**src/rtl/onehot_decoder_hold.sv**
```systemverilog
// 3-bit code to registered one-hot decoder that holds each value for HOLD_CYCLES cycles.
// Optional ONEHOT_DECODER_OVERLAP_EN: accept on the last hold cycle so out_valid never gaps.
module onehot_decoder_hold #(
  parameter int HOLD_CYCLES = 4,
  parameter int CNT_W       = 16
) (
  input  logic             clk,
  input  logic             rst,
  input  logic [2:0]       in_code,
  input  logic             in_valid,
  output logic             in_ready,
  output logic [7:0]       out,
  output logic             out_valid,
  output logic [CNT_W-1:0] accept_cnt
);

  typedef enum logic {IDLE, HOLD} state_t;

  localparam logic [7:0]       HOLD_M1 = 8'(HOLD_CYCLES - 1);
  localparam logic [CNT_W-1:0] CNT_MAX = {CNT_W{1'b1}};

  state_t     state, nstate;
  logic [7:0] cnt;
  logic [7:0] dec;
  logic       accept;

  assign accept = in_valid & in_ready;
  assign dec    = 8'h01 << in_code;

  always_ff @(posedge clk or posedge rst) begin
    if (rst) state <= IDLE;
    else     state <= nstate;
  end

  always_comb begin
    nstate = state;
    case (state)
      IDLE: if (accept) nstate = HOLD;
      HOLD: if (cnt == 8'd0 && !accept) nstate = IDLE;
      default: nstate = IDLE;
    endcase
  end

  always_comb begin
    in_ready = 1'b0;
    case (state)
      IDLE: in_ready = 1'b1;
`ifdef ONEHOT_DECODER_OVERLAP_EN
      HOLD: in_ready = (cnt == 8'd0);
`else
      HOLD: in_ready = 1'b0;
`endif
      default: in_ready = 1'b0;
    endcase
  end

  // Any accept (from IDLE, or from the final HOLD cycle when overlapping) reloads the hold.
  always_ff @(posedge clk or posedge rst) begin
    if (rst) begin
      out       <= 8'h00;
      out_valid <= 1'b0;
      cnt       <= 8'd0;
    end else if (accept) begin
      out       <= dec;
      out_valid <= 1'b1;
      cnt       <= HOLD_M1;
    end else if (state == HOLD) begin
      if (cnt == 8'd0) begin
        out       <= 8'h00;
        out_valid <= 1'b0;
      end else begin
        cnt <= cnt - 8'd1;
      end
    end
  end

  always_ff @(posedge clk or posedge rst) begin
    if (rst)                               accept_cnt <= '0;
    else if (accept && accept_cnt != CNT_MAX) accept_cnt <= accept_cnt + 1'b1;
  end

endmodule

```
**config.mk**
```make
export PLATFORM = sky130hd
export DESIGN_NAME = onehot_decoder_hold
export DESIGN_NICKNAME = d
export VERILOG_FILES = /design/src/rtl/onehot_decoder_hold.sv
export SDC_FILE = /design/constraint.sdc
export NUM_CORES = 1
export LEC_CHECK = 0
export BUFFER_PORTS_ARGS = -buffer_cell sky130_fd_sc_hd__clkbuf_2
export CORE_AREA = 2 2 69 51
export DETAILED_ROUTE_END_ITERATION = 7
export DIE_AREA = 0 0 71 53
export PLACE_DENSITY = 0.87
export SLEW_MARGIN = 20
export SYNTH_ARGS = -nofsm -noshare
export SYNTH_HDL_FRONTEND = slang
export SYNTH_SLANG_ARGS = --single-unit
```
**constraint.sdc**
```tcl
create_clock -name clk -period 2 [get_ports clk]
set_input_delay 0.1 -clock clk [delete_from_list [all_inputs] [get_ports clk]]
set_output_delay 0.1 -clock clk [all_outputs]
set_load 0.005 [all_outputs]
```
==> impl_metrics.tcl, run 1 <==
set metrics [dict create \
    synth_area_per_cell_sq_um 11.03 \
    yosysWarnings 0 \
    clock-sinks 34 \
    clk_latency_ns 0.29 \
    port_buffers 31 \
    seqPwrFrac_pct 55.2 \
    area_growth_pct 20.76 \
    hold_viol 0 \
    rsz0062_at_grt "false" \
    syn_inst 147 \
    io_pins 32 \
    gr-usage-met1_pct 25.81 \
    yosys.area.top_type "dfrtp_1" \
    min_period_ns 1.842 \
    fmax_mhz 542.9 \
    swShare_pct 22.88 \
    grt_usage_pct 20.07 \
    clk_pin_slew_ns 0.08 \
    htreeDepth 2 \
    ys_seq_elements 34 \
    fp.dieW_um 71 \
    maxCapViolCount 0 \
    drc 0 \
    worst_pin_slew_ns 0.5769 \
    path_cells "or4_4 > nor4_4 > nor2_1 > a22o_1" \
    stdcell_area_sq_um 1958 \
    peakVddDrop_v 0.0003861 \
    p_per_area_nw_per_um2 660.5 \
    end_kind "flip-flop" \
    timing.rr.start "cnt[4]" \
    hold_path.class "in -> reg" \
    antenna_found_initial 0 \
    rrSetupSlack_ns 0.16 \
    p_int_mw 0.9974 \
    max_stage_delay_ns 0.60 \
    grt_pass1_wl_um 5671 \
    post-dp-hpwl_um 2396 \
    slew_headroom_pct 61.19 \
    yosys.area.top_type_share_pct 52.47 \
    die_height_um 53 \
    syn_area_sq_um 1622 \
    core_area_sq_um 3084 \
    start_util_pct 52.58 \
    fin_nets 196 \
    globalplace.congestion 0.8730 \
    vias 1306 \
    period_share_pct 92.10 \
    drive_gt1_share_pct 27.51 \
    p_total_mw 1.293 \
    synthTopCellsByArea "dfrtp_1 52%, xor2_1 4.9%, a22o_1 3.2%" \
    grt_max_degree 35 \
    drt-total-wl_um 3302 \
    setup_viol 0 \
    grtUsageMet3_pct 7.619 \
    status "finished clean" \
    fill_cells 260 \
    multi_input_area_sq_um 720.7 \
    die_area_sq_um 3763 \
    route.antenna.remaining_nets 0 \
    p_leak_nw 0.9485 \
    grt_use_met2_pct 30.53 \
    reg2reg_depth 4 \
    cts_made_buffers 5 \
    path_max_fanout 8 \
    clock_path_buffers 2 \
    cp.required_ns 2.17 \
    arrival_ns 2.01 \
    path_class "reg -> reg" \
    critPathLaunchType "flip-flop" \
    grt_busiest_layer "met2" \
    synth-main-ff-cell "dfrtp_1" \
    seq_area_sq_um 850.8 \
    setup_tns_ns 0 \
    grt_pass1_vias 1242 \
    final_common_cell "dfrtp_1" \
    hold_end "out[7]" \
    synthArstFlopShare_pct 100.0 \
    final_cell_mix "34 x dfrtp_1, 31 x clkbuf_2, 9 x xor2_1, 8 x nand2_1, 8 x nand3_1" \
    vias_per_cell 5.753 \
    cts_setup_buffers 0 \
    cp_slowest_cell "or4_4" \
    crit_buf_inv 0 \
    synth_edf_count 0 \
    p_sw_mw 0.2959 \
    whs_path_depth 2 \
    synth_cell_types 40 \
    seq_area_frac_synth_pct 52.47 \
    synth_fp_nets 155 \
    wl_per_cell_um 14.55 \
    floorplan.rows 17 \
    cp_top_family "simple AND/OR/NAND/NOR gates" \
    placed_cell_area_sq_um 1849 \
    finalClockSkew_ns 0.01042 \
    antenna_cells 0 \
    cts_root_buffer "clkbuf_8" \
    dr.first_iter.drc_count 95 \
    overflow 0 \
    clkPwrFrac_pct 41.0 \
    hold_start "in_code[0]" \
    r2r-end "out[1]" \
    p_comb_share_pct 3.7 \
    drv_slew 0 \
    drtPass1Iterations 4 \
    cts_tree "yes" \
]
## synthesized netlist by cell type (2+ instances only)
| cell type | n |
|---|---|
| xor2_1 | 9 |
| ha_1 | 2 |
| nor2b_1 | 5 |
| nand4_1 | 5 |
| a21oi_1 | 7 |
| or4_1 | 2 |
| nand2b_1 | 2 |
| clkbuf_1 | 3 |
| a32o_1 | 2 |
| or3_1 | 2 |
| inv_1 | 7 |
| nor4_1 | 4 |
| xnor2_1 | 5 |
| nand3b_1 | 2 |
| nand3_1 | 8 |
| nor2_1 | 7 |
| o31ai_1 | 3 |
| dfrtp_1 | 34 |
| nand2_1 | 8 |
| o21ai_0 | 4 |
| a22o_1 | 6 |
| and3_1 | 2 |
## timing repair
action	CTS	global route
hold endpoints to repair	34	0
setup endpoints to repair	0	4
resized for setup	0	1
hold buffers	1	0
## per-layer routing
metal  vias to the layer above  routed length, um
met5                         -                  0
met4                         0                 43
met3                         6                180
met2                        36               1519
met1                       642               1559
li1                        622                  -
## worst reg2reg max path, delay by kind of cell (launching register included)
family / cells / cell delay (ns)
compound gates: 1 / 0.27
flops: 1 / 0.44
simple gates: 3 / 1.02
## worst max path at each step
stage / from / cells past startpoint / endpoint
5_1_grt: state / 4 / accept_cnt[15]
2_1_floorplan: cnt[3] / 5 / cnt[0]
4_1_cts: cnt[4] / 4 / cnt[0]
3_5_place_dp: cnt[4] / 4 / cnt[0]
6_report: cnt[4] / 4 / out[1]
3_3_place_gp: cnt[4] / 4 / cnt[0]
## power by group through the flow
stage | Combinational, mW | Clock [mW] | Sequential, mW
floorplan | 0.0225 | 0 | 0.726
global placement | 0.0464 | 0 | 0.726
detailed placement | 0.0480 | 0 | 0.727
CTS | 0.0498 | 0.550 | 0.714
global route | 0.0548 | 0.587 | 0.716
finish | 0.0483 | 0.531 | 0.714
## state kept, by name, summed over array words and instances, names as in the netlist
signal	flops
out_valid	1
accept_cnt	16
cnt	8
state	1
out	8
## stage by stage
| step | worst slack [ns] | hold WS (ns) | instances | utilization [%] |
|---|---|---|---|---|
| floorplan | 0.1950 | 0.2416 | 147 | - |
| global placement | 0.1443 | 0.1858 | 218 | 59.96 |
| detailed placement | 0.07752 | 0.1914 | 218 | 59.96 |
| CTS | 0.06083 | 0.1276 | 227 | 63.37 |
| global route | 0.04161 | 0.1392 | 227 | 63.49 |
| finish | 0.1580 | 0.1406 | 227 | 63.49 |
## cell type report
type	count	area share, %
Sequential cell	34	43.45
Multi-Input combinational cell	101	36.81
Timing Repair Buffer	39	11.12
Clock buffer	6	4.217
Tap cell	38	2.428
Inverter	7	1.342
Clock inverter	2	0.6390
## cell families (layout without fill, tap and decap cells)
group,count (synthesis),in the layout,share of synthesized area [%]
fa+ha+maj,2,2,1.543
compound gates,29,29,13.97
simple gates,53,53,18.90
buf+inv,12,54,3.318
xor+xnor,14,14,7.562
mux,3,3,2.237
flops,34,34,52.47
Power figures use the tool's default switching activity.
==> run 2: changes to the inputs <==
--- a/config.mk
+++ b/config.mk
@@ -5,11 +5,12 @@
 export SDC_FILE = /design/constraint.sdc
 export NUM_CORES = 1
 export LEC_CHECK = 0
+export ABC_CLOCK_PERIOD_IN_PS = 2000
 export BUFFER_PORTS_ARGS = -buffer_cell sky130_fd_sc_hd__clkbuf_2
-export CORE_AREA = 2 2 69 51
+export CORE_AREA = 2 2 66 68
 export DETAILED_ROUTE_END_ITERATION = 7
-export DIE_AREA = 0 0 71 53
-export PLACE_DENSITY = 0.87
+export DIE_AREA = 0 0 68 70
+export PLACE_DENSITY = 0.71
 export SLEW_MARGIN = 20
 export SYNTH_ARGS = -nofsm -noshare
 export SYNTH_HDL_FRONTEND = slang
==> run 2 against run 1 <==
  * Register-to-register slack better by 0.06 ns
  * Sequential power hardly changed
  * Largest cell class unchanged
  * Largest power group is now the clock network
  * Maximum frequency is 3.4% higher
==> impl_metrics.tcl, run 2 (same netlist as run 1, synthesis figures left out) <==
set metrics [dict create \
    clock-sinks 34 \
    drive_gt1_share_pct 27.89 \
    p_per_area_nw_per_um2 752.5 \
    grt_pass1_vias 1173 \
    hold_viol 0 \
    final_util_pct 48.88 \
    arrival_ns 1.96 \
    status "finished clean" \
    worst_pin_slew_ns 0.5673 \
    maxCapViolCount 0 \
    overflow 0 \
    end_kind "flip-flop" \
    path_max_fanout 8 \
    htreeDepth 2 \
    pre_cts_ws_ns 0.1301 \
    path_class "reg -> reg" \
    finalClockSkew_ns 0.005300 \
    fp.dieW_um 68 \
    min_period_ns 1.782 \
    cts_made_buffers 5 \
    final_cell_mix "34 x dfrtp_1, 31 x clkbuf_2, 9 x xor2_1" \
    hold_path.class "in -> reg" \
    p_leak_nw 0.9751 \
    period_share_pct 89.11 \
    slew_headroom_pct 61.83 \
    die_height_um 70 \
    antenna_found_initial 0 \
    globalplace.congestion 0.7632 \
    top_register "accept_cnt" \
    final_common_cell "dfrtp_1" \
    setup_tns_ns 0 \
    stdcell_area_sq_um 2026 \
    clk_pin_slew_ns 0.07 \
    io_pins 32 \
    vias 1255 \
    cp.required_ns 2.18 \
    route.antenna.remaining_nets 0 \
    floorplan.rows 24 \
    clk_latency_ns 0.29 \
    placed_cell_area_sq_um 1874 \
    largestRegisters "accept_cnt: 16 flops, cnt: 8 flops, out: 8 flops" \
    grt_usage_pct 14.96 \
    dr.first_iter.drc_count 56 \
    cts_tree "yes" \
    drc 0 \
    drtPass1Iterations 4 \
    wl_per_cell_um 13.26 \
    vias_per_cell 5.186 \
    largest_register_ff_count 16 \
    rsz0062_at_grt "false" \
    antenna_cells 0 \
    setup_ws_ns 0.2179 \
    peakVddDrop_v 0.0003873 \
    fin_nets 197 \
    area_growth_pct 24.92 \
    start_util_pct 39.13 \
    fmax_mhz 561.1 \
    post-dp-hpwl_um 2293 \
    core_area_sq_um 4144 \
    critPathLaunchType "flip-flop" \
    grt_pass1_wl_um 5416 \
    die_area_sq_um 4760 \
    clock_path_buffers 2 \
    drt-total-wl_um 3210 \
    setup_viol 0 \
    cts_root_buffer "clkbuf_8" \
    grt_max_degree 35 \
    drv_slew 0 \
    port_buffers 31 \
]
-- run 2: cell count changes in the layout (fill, tap and decap cells not counted), sizes merged --
cell      previous run  this run
buf                  7         8
bufinv               0         2
clkbuf              37        36
clkinvlp             1         0
-- run 2: where the power goes --
part / internal [mW] / switching, mW / leakage (nW)
clock: 0.499 / 0.263 / 0.0683
combinational: 0.0213 / 0.0263 / 0.488
sequential: 0.699 / 0.0145 / 0.418
total: 1.22 / 0.304 / 0.975
-- run 2: cell type report --
cell class,instances,area [sq um]
fill,378,2118
sequential,34,850.8
multi-input combinational,101,720.7
timing repair buffer,40,225.2
clock buffer,5,68.82
clock inverter,3,68.82
tap,52,65.06
inverter,7,26.28
-- run 2: worst max-delay path: stages, from the launching register on --
cell	delay, ns
dfrtp_1	0.38
or4_4	0.60
nor4_4	0.26
nor2_1	0.17
a22o_1	0.27
-- run 2: final timing paths --
kind / end / start / cells past startpoint / slack [ns]
setup / recovery: out[1] / cnt[3] / 4 / 0.22
hold / removal: out[3] / in_code[0] / 2 / 0.12
setup reg to reg: out[1] / cnt[3] / 4 / 0.22
hold reg to reg: out[3] / out[3] / 1 / 0.50
max in group asynchronous: accept_cnt[1] / rst / 4 / 1.28
min in group asynchronous: out[3] / rst / 4 / 0.42
-- run 2: per-stage QoR --
step / hold slack, ns / cells / power [mW]
after floorplan: 0.2416 / 147 / 0.7481
after global placement: 0.1941 / 233 / 0.7739
after detailed placement: 0.1953 / 233 / 0.7753
after CTS: 0.1180 / 242 / 1.543
after global routing: 0.1284 / 242 / 1.588
final: 0.1197 / 242 / 1.524
-- run 2: what timing repair did --
item,4_1_cts,5_1_grt
setup buffers,0,0
endpoints found under the setup margin,0,5
endpoints found under the hold margin,34,0
hold buffers,1,0
resized for setup,0,1
-- run 2: routing by layer --
metal / global-route usage (%) / part of all wire (%) / up-vias
met5: 0 / 0 / -
met4: 7.333 / 1.7 / 0
met3: 3.865 / 5.0 / 5
met2: 21.47 / 46 / 29
met1: 20.72 / 47 / 601
li1: - / - / 620
